File: config.mk
export PLATFORM = sky130hd
export DESIGN_NAME = next_pc_unit
export DESIGN_NICKNAME = d
export VERILOG_FILES = /design/src/rtl/next_pc_unit.sv
export SDC_FILE = /design/constraint.sdc
export NUM_CORES = 1
export LEC_CHECK = 0
export CORE_ASPECT_RATIO = 0.8
export CORE_MARGIN = 5
export CORE_UTILIZATION = 25
export DETAILED_ROUTE_END_ITERATION = 7
export PLACE_DENSITY_LB_ADDON = 0.3
export SETUP_SLACK_MARGIN = 0.05
export SYNTH_ARGS = -nofsm -noshare
export SYNTH_HDL_FRONTEND = slang
export SYNTH_SLANG_ARGS = --single-unit
File: constraint.sdc
create_clock -name clk -period 2.72 [get_ports clk]
set_input_delay 0.544 -clock clk [delete_from_list [all_inputs] [get_ports clk]]
set_output_delay 0.544 -clock clk [all_outputs]
set_load 0.05 [all_outputs]
File: src/rtl/next_pc_unit.sv
// Next-PC selection: sequential pc+4, prioritised redirects (exception > branch > jump),
// and a HOLD state that keeps a redirect alive across stalls. Optional macro: NEXT_PC_EXC_EN.
module next_pc_unit #(
  parameter int                 ADDR_W   = 32,
  parameter logic [ADDR_W-1:0]  RESET_PC = '0,
  parameter logic [31:0]        EXC_VEC  = 32'h0000_0080
) (
  input  logic              clk,
  input  logic              rst,
  input  logic              stall,
  input  logic              br_taken,
  input  logic [ADDR_W-1:0] br_target,
  input  logic              jump,
  input  logic [ADDR_W-1:0] jump_target,
`ifdef NEXT_PC_EXC_EN
  input  logic              exc_req,
`endif
  output logic [ADDR_W-1:0] pc,
  output logic [ADDR_W-1:0] pc_plus4,
  output logic              flush,
  output logic              pending
);

  // state | meaning
  // RUN   | normal fetch; redirects load immediately unless stalled
  // HOLD  | stalled with a redirect parked in pend_target/pend_class
  typedef enum logic {RUN, HOLD} state_t;

  localparam logic [ADDR_W-1:0] EXC_ADDR = EXC_VEC[ADDR_W-1:0];

  state_t            state;
  logic [ADDR_W-1:0] pend_target;
  logic [1:0]        pend_class;

  logic              exc;
  logic              req_valid;
  logic [1:0]        req_class;
  logic [ADDR_W-1:0] req_raw;
  logic [ADDR_W-1:0] req_target;
  logic              take_new;
  logic [ADDR_W-1:0] sel_target;

`ifdef NEXT_PC_EXC_EN
  assign exc = exc_req;
`else
  assign exc = 1'b0;
`endif

  assign pc_plus4 = pc + ADDR_W'(4);

  always_comb begin
    req_valid = exc | br_taken | jump;
    req_class = 2'd0;
    req_raw   = jump_target;
    if (exc) begin
      req_class = 2'd2;
      req_raw   = EXC_ADDR;
    end else if (br_taken) begin
      req_class = 2'd1;
      req_raw   = br_target;
    end
  end

  // Every loaded target is word aligned.
  assign req_target = {req_raw[ADDR_W-1:2], 2'b00};

  // A new request in HOLD only displaces the parked one if it is at least as urgent.
  assign take_new   = req_valid && (req_class >= pend_class);
  assign sel_target = take_new ? req_target : pend_target;

  always_ff @(posedge clk) begin
    if (rst) begin
      pc          <= {RESET_PC[ADDR_W-1:2], 2'b00};
      flush       <= 1'b0;
      pending     <= 1'b0;
      state       <= RUN;
      pend_target <= '0;
      pend_class  <= 2'd0;
    end else begin
      flush <= 1'b0;
      case (state)
        RUN: begin
          if (!stall) begin
            if (req_valid) begin
              pc    <= req_target;
              flush <= 1'b1;
            end else begin
              pc <= pc_plus4;
            end
          end else if (req_valid) begin
            pend_target <= req_target;
            pend_class  <= req_class;
            pending     <= 1'b1;
            state       <= HOLD;
          end
        end
        HOLD: begin
          if (stall) begin
            if (take_new) begin
              pend_target <= req_target;
              pend_class  <= req_class;
            end
          end else begin
            pc          <= sel_target;
            flush       <= 1'b1;
            pending     <= 1'b0;
            state       <= RUN;
            pend_target <= '0;
            pend_class  <= 2'd0;
          end
        end
        default: state <= RUN;
      endcase
    end
  end

endmodule

==> reports/metrics.csv <==
stage,metric,value,unit
run_status,status,"complete, no violations",
global_route,grt.busiest_layer,met2,
global_route,grt_util_met1,0.252,
synth,postSynthCellCount,690,
clock_network,cts_sinks,68,
routing,first_iter_violations,628,
synth,synth_top_area_share,0.276,
cells_and_area,drive_gt1_frac,0.195,
routing,firstDrtPassIters,6,
worst_hold_path,hp-start,pend_target[1],
critical_path,crit_family,simple AND/OR/NAND/NOR gates,
power_and_ir_drop,p_per_area,501,mW/mm2
critical_path,rr_worst_depth,7,
critical_path,worst-path-stages,5,
cells_and_area,final_nets,897,
cells_and_area,fin_util,0.384,
floorplan,core_area,0.0196,mm2
clock_network,clockBufferDepth,2,
critical_path,critical_path_arrival,2090,ps
critical_path,cp_slowest_cell,or4_4,
critical_path,crit_type,reg -> out,
timing,rsz0062_at_grt,true,
power_and_ir_drop,p_seq_frac,0.310,
floorplan,die_h,136,um
placement,hpwl,15500,um
synth,synthDistinctLibCells,72,
cells_and_area,antenna_cells,0,
routing,via_count,5829,
synth,synthArstFlopShare,0,
power_and_ir_drop,intPower,2.49,mW
floorplan,die-area,0.0227,mm2
global_route,gr-usage-met3,0.0478,
timing,final_max_slew_viol_count,0,
global_route,grt_pass1_wl,32500,um
synth,yosysMostFrequentCell,nor2_1,
synth,synthTopCellsByCount,"nor2_1, nand2_1, dfxtp_1",
timing,fmax,380,MHz
placement,gp_congestion,0.833,
run,drv_cap,0,
clock_network,cts_tree,built,
routing,drc,0,
critical_path,cp_cell_sequence,and4_2 > nand3_4 > or4_4 > xnor2_2 > buf_12,
critical_path,slowest_delay,490,ps
global_route,antenna_found_initial,0,
critical_path,start_kind,register,
global_route,grt_overflow,0,
clock_network,clk_pin_slew,60,ps
critical_path,path_max_fanout,8,
power_and_ir_drop,p_leak,2.87,nW
floorplan,rows,46,
clock_network,cts_root_buffer,clkbuf_16,
timing,finalHoldViolations,0,
worst_hold_path,hold_path.class,reg -> reg,
cells_and_area,area_growth,52.7,%
power_and_ir_drop,ir_drop,0.278,mV
clock_network,cts_inserted_buffers,9,
floorplan,die_w,167,um
timing,worst_pin_slew,595,ps
synth,yosysWarnings,0,
floorplan,start_util,0.251,
synth,synth_top_area_cell,dfxtp_1,
routing,wirelength,21000,um
critical_path,reg2reg_to,pc[15],
placement,portBuffers,130,
synth,ys_ff_latch,68,
global_route,grt_usage,0.181,
power_and_ir_drop,clockPowerShare,0.351,
timing,finalCriticalPeriod,2630,ps
critical_path,critical_path_buf_inv_count,1,
synth,yosys-top-cells-area,"dfxtp_1, nor2_1, nand2_1",
synth,synth_edf_count,0,
timing,skew,4.53,ps
synth,syn-cell-area,0.00493,mm2
worst_hold_path,hold_depth,1,
routing,via_per_inst,5.32,
routing,wire_per_inst,19.2,um
global_route,grt_max_degree,65,
synth,syn_area_per_cell,7.15,um2
synth,seq_area_frac_synth,0.276,
critical_path,reg2reg_slack,640,ps
cells_and_area,multi_input_area,0.00343,mm2
clock_network,postCtsHoldBufs,0,
critical_path,cp-end-kind,output port,
floorplan,ios,135,
power_and_ir_drop,p_sw,1.29,mW
routing,ant_nets,0,
worst_hold_path,worstHoldEndpoint,pend_target[1],
cells_and_area,nFillCells,1973,
cells_and_area,seq_area,0.00138,mm2
timing,fin_crit_sh,0.968,
global_route,grt_pass1_vias,5503,
critical_path,regToRegStartpoint,pc[11],
synth,syn-num-nets,760,
power_and_ir_drop,p_comb_frac,0.339,
timing,setup_viol,0,
timing,slew_headroom,0.602,
clock_network,worstSkewPairLatency,340,ps
clock_network,h-tree-depth,3,
synth,synth_top_flop_cell,dfxtp_1,
global_route,gr-usage-met2,0.281,
critical_path,cp_data_required_time,2180,ps
power_and_ir_drop,sw_frac_of_total,0.341,
power_and_ir_drop,p_total,3.78,mW
==> logic make-up (layout without fill, tap and decap cells) <==
kind of cell | after synthesis | after routing | share of synthesized area
compound gates | 227 | 227 | 0.309
mux | 9 | 9 | 0.0188
simple gates | 285 | 285 | 0.283
fa+ha+maj | 1 | 1 | 0.00254
xor+xnor | 24 | 24 | 0.0426
flops | 68 | 68 | 0.276
buf+inv | 76 | 218 | 0.0690
==> registers in the layout, indices dropped and copies added, names as in the netlist <==
name         count
pending          1
pc              32
state            1
pend_target     32
pend_class       1
flush            1
==> worst max-delay path by stage <==
stage / from / to / slack, ps
6_report: pc[5] / pc_plus4[25] / 90
5_1_grt: pc[3] / pc_plus4[12] / 50
4_1_cts: pc[22] / pc_plus4[29] / 40
3_5_place_dp: jump / pc[4] / 250
3_3_place_gp: jump / pc[4] / 240
2_1_floorplan: pc[4] / pc_plus4[25] / -70
==> through the flow <==
stage / setup WS [ps] / hold WS (ps) / setup TNS [ps] / cell area [um2] / instances
2_1_floorplan: -65.4 / 429 / -65.4 / 5050 / 690
5_1_grt: 46.3 / 484 / 0 / 7540 / 1096
4_1_cts: 36.4 / 465 / 0 / 7470 / 1093
3_5_place_dp: 250 / 452 / 0 / 7030 / 1072
6_report: 87.6 / 464 / 0 / 7540 / 1096
3_3_place_gp: 240 / 447 / 0 / 7030 / 1072
==> repair_timing <==
action,in CTS,in global routing
endpoints found under the setup margin,13,13
resized for setup,18,11
pin swaps,9,6
buffers inserted,5,3
==> cell usage in the layout (no fill, tap or decap), types with 9 or more instances in the layout <==
master and instances:
clkdlybuf4s50_1 100, nor2_1 83, nand2_1 78, buf_4 60, dfxtp_1 56, a21oi_1 49, o21ai_0 40, nor3_1 34
buf_12 27, a31oi_1 26, a211oi_1 17, nand4_1 13, nand3_1 12, inv_1 10, nand2b_1 10, o22ai_1 10
a22oi_1 10, clkbuf_16 9, dfxtp_2 9
==> power by group through the flow <==
stage | sequential [mW] | clock [mW] | combinational [mW]
finish | 1.17 | 1.33 | 1.28
global placement | 1.19 | 0 | 1.26
global route | 1.18 | 1.39 | 1.36
floorplan | 1.30 | 0 | 0.600
CTS | 1.17 | 1.35 | 1.27
detailed placement | 1.19 | 0 | 1.26
==> worst register-to-register path: cells and delay by family, from the launching register on <==
kind            cells  cell delay [ps]
flops               1              400
simple gates        2              580
xor+xnor            1              320
compound gates      2              340
buf+inv             2              350
==> metal layers <==
metal / wire length [um] / up-vias / share of wire
li1: - / 2826 / -
met1: 9730 / 2733 / 0.46
met2: 9270 / 247 / 0.44
met3: 1690 / 23 / 0.080
met4: 321 / 0 / 0.015
met5: 0 / - / 0
==> area by class of cell <==
cell class / count / share of cell area
multi-input combinational: 546 / 0.456
timing repair buffer: 190 / 0.266
sequential: 68 / 0.184
tap: 264 / 0.0438
clock buffer: 12 / 0.0354
clock inverter: 4 / 0.00930
inverter: 12 / 0.00598
Note: power is estimated with default switching activity, not from simulation.
